[config.mk]
export PLATFORM = sky130hd
export DESIGN_NAME = uart_tx_scheduler
export DESIGN_NICKNAME = d
export VERILOG_FILES = /design/src/rtl/uart_pkg.sv /design/src/rtl/uart_tx_scheduler_rr_pick.sv /design/src/rtl/uart_tx_scheduler.sv
export SDC_FILE = /design/constraint.sdc
export NUM_CORES = 1
export LEC_CHECK = 0
export ABC_CLOCK_PERIOD_IN_PS = 3200
export BUFFER_PORTS_ARGS = -buffer_cell sky130_fd_sc_hd__buf_4
export CELL_PAD_IN_SITES_DETAIL_PLACEMENT = 1
export CELL_PAD_IN_SITES_GLOBAL_PLACEMENT = 2
export CORE_MARGIN = 2
export CORE_UTILIZATION = 26
export DETAILED_ROUTE_END_ITERATION = 6
export HOLD_SLACK_MARGIN = 0.03
export PLACE_DENSITY_LB_ADDON = 0.08
export SLEW_MARGIN = 20
export SYNTH_ARGS = -nofsm -noshare
export SYNTH_HDL_FRONTEND = slang
export SYNTH_HIERARCHICAL = 1
export SYNTH_SLANG_ARGS = --single-unit
export TNS_END_PERCENT = 30
[constraint.sdc]
create_clock -name MAX10_CLK1_50 -period 3.2 [get_ports MAX10_CLK1_50]
set_clock_uncertainty 0.2 [all_clocks]
set_input_delay 0.32 -clock MAX10_CLK1_50 [delete_from_list [all_inputs] [get_ports MAX10_CLK1_50]]
set_output_delay 0.32 -clock MAX10_CLK1_50 [all_outputs]
set_load 0.05 [all_outputs]
[src/rtl/uart_pkg.sv]
// Shared types and helpers for the UART transmit scheduler.
package uart_pkg;

    localparam int BYTE_W = 8;

    typedef enum logic [1:0] {
        IDLE,
        ISSUE,
        WAIT_DONE,
        GAP
    } sched_state_t;

    // Number of bits needed to index 'value' items.
    function automatic int clog2(input int value);
        int result;
        int rem;
        result = 0;
        rem    = value - 1;
        while (rem > 0) begin
            result++;
            rem = rem >> 1;
        end
        return result;
    endfunction

endpackage

[src/rtl/uart_tx_scheduler_rr_pick.sv]
// Round-robin index selector: first valid requester at or after rr_ptr, wrapping.
module rr_pick
    import uart_pkg::*;
#(
    parameter int NUM_REQ = 4,
    parameter int SEL_W   = 2
) (
    input  logic [NUM_REQ-1:0] req_valid,
    input  logic [SEL_W-1:0]   rr_ptr,
    output logic [SEL_W-1:0]   sel,
    output logic               any
);

    localparam int unsigned N_U = NUM_REQ;

    logic [31:0] idx;

    // Walk the requesters starting at the pointer; keep the first hit.
    always_comb begin
        sel = '0;
        any = 1'b0;
        idx = '0;
        for (int unsigned i = 0; i < N_U; i++) begin
            idx = (32'(rr_ptr) + i) % N_U;
            if (!any && req_valid[idx[SEL_W-1:0]]) begin
                any = 1'b1;
                sel = idx[SEL_W-1:0];
            end
        end
    end

endmodule

[src/rtl/uart_tx_scheduler.sv]
// Round-robin scheduler sharing one uart_tx among NUM_REQ byte producers.
// Optional packet lock: define UART_SCHED_PKT_LOCK_EN to keep the grant on a
// requester until it completes a byte flagged with req_last.
module uart_tx_scheduler
    import uart_pkg::*;
#(
    parameter int  NUM_REQ    = 4,
    parameter int  GAP_CYCLES = 0,
    localparam int SEL_W      = (clog2(NUM_REQ) < 1) ? 1 : clog2(NUM_REQ)
) (
    input  logic                      MAX10_CLK1_50,
    input  logic                      rst,
    input  logic [NUM_REQ-1:0]        req_valid,
    input  logic [NUM_REQ*BYTE_W-1:0] req_data,
    input  logic [NUM_REQ-1:0]        req_last,
    output logic [NUM_REQ-1:0]        req_ready,
    output logic                      tx_dv,
    output logic [BYTE_W-1:0]         tx_byte,
    input  logic                      tx_done,
    output logic                      busy,
    output logic [SEL_W-1:0]          grant_id
);

`ifdef UART_SCHED_PKT_LOCK_EN
    localparam bit PKT_LOCK = 1'b1;
`else
    localparam bit PKT_LOCK = 1'b0;
`endif

    localparam int unsigned N_U = NUM_REQ;

    sched_state_t        state, state_n;
    logic [SEL_W-1:0]    rr_ptr, rr_ptr_n;
    logic [7:0]          gap_cnt, gap_cnt_n;
    logic                locked, locked_n;
    logic                last_q, last_n;
    logic [NUM_REQ-1:0]  ready_n;
    logic                dv_n;
    logic [BYTE_W-1:0]   byte_n;
    logic [SEL_W-1:0]    grant_n;

    logic [SEL_W-1:0]    rr_sel;
    logic                rr_any;
    logic [SEL_W-1:0]    pick_sel;
    logic                pick_any;
    logic [BYTE_W-1:0]   pick_byte;
    logic [SEL_W-1:0]    next_ptr;

    rr_pick #(
        .NUM_REQ (NUM_REQ),
        .SEL_W   (SEL_W)
    ) u_rr_pick (
        .req_valid (req_valid),
        .rr_ptr    (rr_ptr),
        .sel       (rr_sel),
        .any       (rr_any)
    );

    assign busy     = (state != IDLE);
    assign next_ptr = (grant_id == SEL_W'(NUM_REQ - 1)) ? '0 : grant_id + 1'b1;

    // Candidate selection: a locked packet restricts the choice to its owner.
    always_comb begin
        pick_sel  = rr_sel;
        pick_any  = rr_any;
        pick_byte = '0;
        if (locked) begin
            pick_sel = grant_id;
            pick_any = req_valid[grant_id];
        end
        for (int unsigned i = 0; i < N_U; i++) begin
            if (SEL_W'(i) == pick_sel) begin
                pick_byte = req_data[i*BYTE_W +: BYTE_W];
            end
        end
    end

    // Next-state and registered-output logic.
    always_comb begin
        state_n   = state;
        rr_ptr_n  = rr_ptr;
        gap_cnt_n = gap_cnt;
        locked_n  = locked;
        last_n    = last_q;
        ready_n   = '0;
        dv_n      = 1'b0;
        byte_n    = tx_byte;
        grant_n   = grant_id;
        case (state)
            IDLE: begin
                if (pick_any) begin
                    grant_n           = pick_sel;
                    byte_n            = pick_byte;
                    last_n            = req_last[pick_sel];
                    ready_n[pick_sel] = 1'b1;
                    state_n           = ISSUE;
                end
            end
            ISSUE: begin
                dv_n    = 1'b1;
                state_n = WAIT_DONE;
            end
            WAIT_DONE: begin
                if (tx_done) begin
                    if (PKT_LOCK && !last_q) begin
                        rr_ptr_n = grant_id;
                        locked_n = 1'b1;
                    end else begin
                        rr_ptr_n = next_ptr;
                        locked_n = 1'b0;
                    end
                    if (GAP_CYCLES == 0) begin
                        state_n = IDLE;
                    end else begin
                        gap_cnt_n = 8'(GAP_CYCLES - 1);
                        state_n   = GAP;
                    end
                end
            end
            GAP: begin
                if (gap_cnt == '0) begin
                    state_n = IDLE;
                end else begin
                    gap_cnt_n = gap_cnt - 1'b1;
                end
            end
            default: state_n = IDLE;
        endcase
    end

    // State and output registers with synchronous reset.
    always_ff @(posedge MAX10_CLK1_50) begin
        if (rst) begin
            state     <= IDLE;
            rr_ptr    <= '0;
            gap_cnt   <= '0;
            locked    <= 1'b0;
            last_q    <= 1'b0;
            req_ready <= '0;
            tx_dv     <= 1'b0;
            tx_byte   <= '0;
            grant_id  <= '0;
        end else begin
            state     <= state_n;
            rr_ptr    <= rr_ptr_n;
            gap_cnt   <= gap_cnt_n;
            locked    <= locked_n;
            last_q    <= last_n;
            req_ready <= ready_n;
            tx_dv     <= dv_n;
            tx_byte   <= byte_n;
            grant_id  <= grant_n;
        end
    end

endmodule

==> reports/metrics.csv <==
metric,value,unit
wl_per_cell,14.1,um
crit_arrival,2.15,ns
gp_congestion,0.673,
synth.distinct_cells,38,
crit_chain,"inv_2, a221o_1, a21oi_1, buf_4, mux4_2, nand2_1, a21oi_1",
min_path_type,in -> reg,
first_global_vias,1446,
p_sw,0.000261,W
comb_power_share,29.8,%
status,"complete, no violations",
cts_resized,0,
die_h,77.0,um
post_cts_buffers,0,
clock-sinks,27,
grt_pass1_wl,6440,um
synth.cell_area,0.00138,mm^2
maxCapViolCount,0,
finalHoldViolations,0,
numCtsBuffers,3,
syn_area_per_cell,9.29,um^2
ys_seq_area_share,39.1,%
fill_cells,612,
insertion_delay,0.27,ns
final-instance-count-excl-fill,270,
drive_above_1_share,37.5,%
clockPowerShare,24.0,%
slew_violations,0,
power.density,425,mW/mm^2
fin_setup_tns,0,ns
peakVddDrop,0.158,mV
ant_nets,0,
n_antenna_cell,0,
core-area,0.00511,mm^2
grt.total_usage,13.5,%
hpwl,2900,um
cts_tree,yes,
synthArstFlopShare,0,%
crit_top_cell,a21oi_1,
portBuffers,54,
critPathLaunchType,flop,
setup_violations,0,
rows,26,
cts_buffer_depth,2,
post-route-period-util,68.6,%
dr.first_iter.drc_count,45,
dieArea,0.00592,mm^2
placedCellCount,266,
synth_seq_cells,27,
crit_fanout,13,
drt_wl_total,3800,um
period_needed,2.19,ns
antenna_found_initial,0,
clock.fmax,456,MHz
fp.dieW,77.0,um
yosys_most_used_dff,dfxtp_1,
synth_edf_count,0,
p_seq_share,46.2,%
vias,1298,
leakage,0.808,nW
clkTransAtPathRegs,0.09,ns
critical_path.max_stage_delay,0.52,ns
via_per_inst,4.81,
h-tree-depth,1,
hold_buffers,0,
initial_core_util,27.1,%
fin_nets,247,
critPathKind,reg -> reg,
rrSetupSlack,1.01,ns
syn_nets,195,
drc,0,
grt_max_degree,32,
syn_to_final_growth,37.4,%
grt.overflow.total,0,
critical_path_required,3.15,ns
synth_cells,149,
cpMaxStageDelayCell,mux4_2,
rsz0062_at_grt,no,
root_buffer,clkbuf_8,
drt_first_pass_iters,4,
pin_count,59,
endpoint_kind,flop,
yosysWarnings,6,
internal_power,0.000548,W
max_slew.worst_pin.slew,0.493,ns
swShare,32.3,%
utilization,37.2,%
slew_headroom,67.2,%
-- cells in the mapped netlist (2+ instances only) --
cell,instances,share of area [%]
dfxtp_1,27,39
nand2_1,23,6.2
a21oi_1,20,7.2
inv_1,8,2.2
mux4_2,8,13
nor2_1,7,1.9
clkbuf_1,6,1.6
buf_2,4,1.4
o21ai_0,4,1.4
ha_1,3,2.7
nor4b_1,3,1.9
or4_1,3,1.6
a211oi_1,2,1.1
mux2_2,2,1.6
nand3_1,2,0.72
nor2b_1,2,0.90
nor3_1,2,0.72
nor3b_1,2,1.1
nor4_1,2,0.90
-- metrics by stage --
step | total power, W | worst slack (ns) | hold WS, ns | instance area (um^2)
2_1_floorplan | 0.000535 | 0.877 | 0.264 | 1380
3_3_place_gp | 0.000619 | 0.991 | 0.245 | 1860
3_5_place_dp | 0.000626 | 0.953 | 0.252 | 1860
4_1_cts | 0.000827 | 0.982 | 0.170 | 1900
5_1_grt | 0.000864 | 0.829 | 0.233 | 1900
6_report | 0.000809 | 1.01 | 0.188 | 1900
-- worst max-delay path, delay by kind of cell (launching register included) --
family,cells,cell delay (ns)
simple gates,1,0.09
buf+inv,2,0.31
compound gates,3,0.53
flops,1,0.41
mux,1,0.52
-- power by group through the flow --
stage                     Clock (W)  Combinational [W]  Sequential (W)
final                      0.000194           0.000241        0.000374
after global routing       0.000226           0.000261        0.000378
after CTS                  0.000208           0.000245        0.000374
after detailed placement          0           0.000245        0.000381
after global placement            0           0.000239        0.000380
after floorplan                   0          0.0000996        0.000435
-- routing by layer --
layer,track usage (%),share of wire [%]
met5,0,0
met4,4.91,1.5
met3,2.94,4.1
met2,25.8,55
met1,14.4,39
-- registers in the layout (all words and copies together), names as in the netlist --
signal and cells:
gap_cnt 8, tx_byte 8, req_ready 4, grant_id 2, rr_ptr 2, state 2, tx_dv 1
-- final cells by class --
class                      instances  area [um^2]  share of cell area [%]
sequential                        27          541                    28.4
inverter                           9         33.8                    1.78
tap                               70         87.6                    4.61
multi-input combinational        103          767                    40.3
timing repair buffer              57          428                    22.5
clock buffer                       4         45.0                    2.37
-- path summary, 6_finish.rpt --
check | startpoint | end | depth (start not counted)
max | rr_ptr[0] | tx_byte[4] | 7
min | tx_done | state[1] | 4
max reg2reg | rr_ptr[0] | tx_byte[4] | 7
min reg2reg | tx_byte[3] | tx_byte[3] | 2
-- logic make-up (layout without fill, tap and decap cells) --
group	after synthesis	after routing	synth area share [%]
adders and majority gates	3	3	2.71
and+or+nand+nor	57	57	23.7
DFF	27	27	39.1
buffers and inverters	19	70	5.52
muxes	12	12	16.2
AOI/OAI and AO/OA	31	31	12.8
-- layout by cell type (no fill, tap or decap), types with 2 or more instances in the layout --
cell type / count
o21ai_0: 4
nor4b_1: 3
nor3_1: 2
ha_1: 3
a211oi_1: 2
buf_4: 57
mux2_2: 2
a21oi_1: 20
nand3_1: 2
nor2b_1: 2
or4_1: 3
mux4_2: 8
nor3b_1: 2
nand2_1: 23
nor4_1: 2
clkbuf_8: 3
nor2_1: 7
inv_1: 8
dfxtp_1: 27
Note: power is estimated with default switching activity, not from simulation.
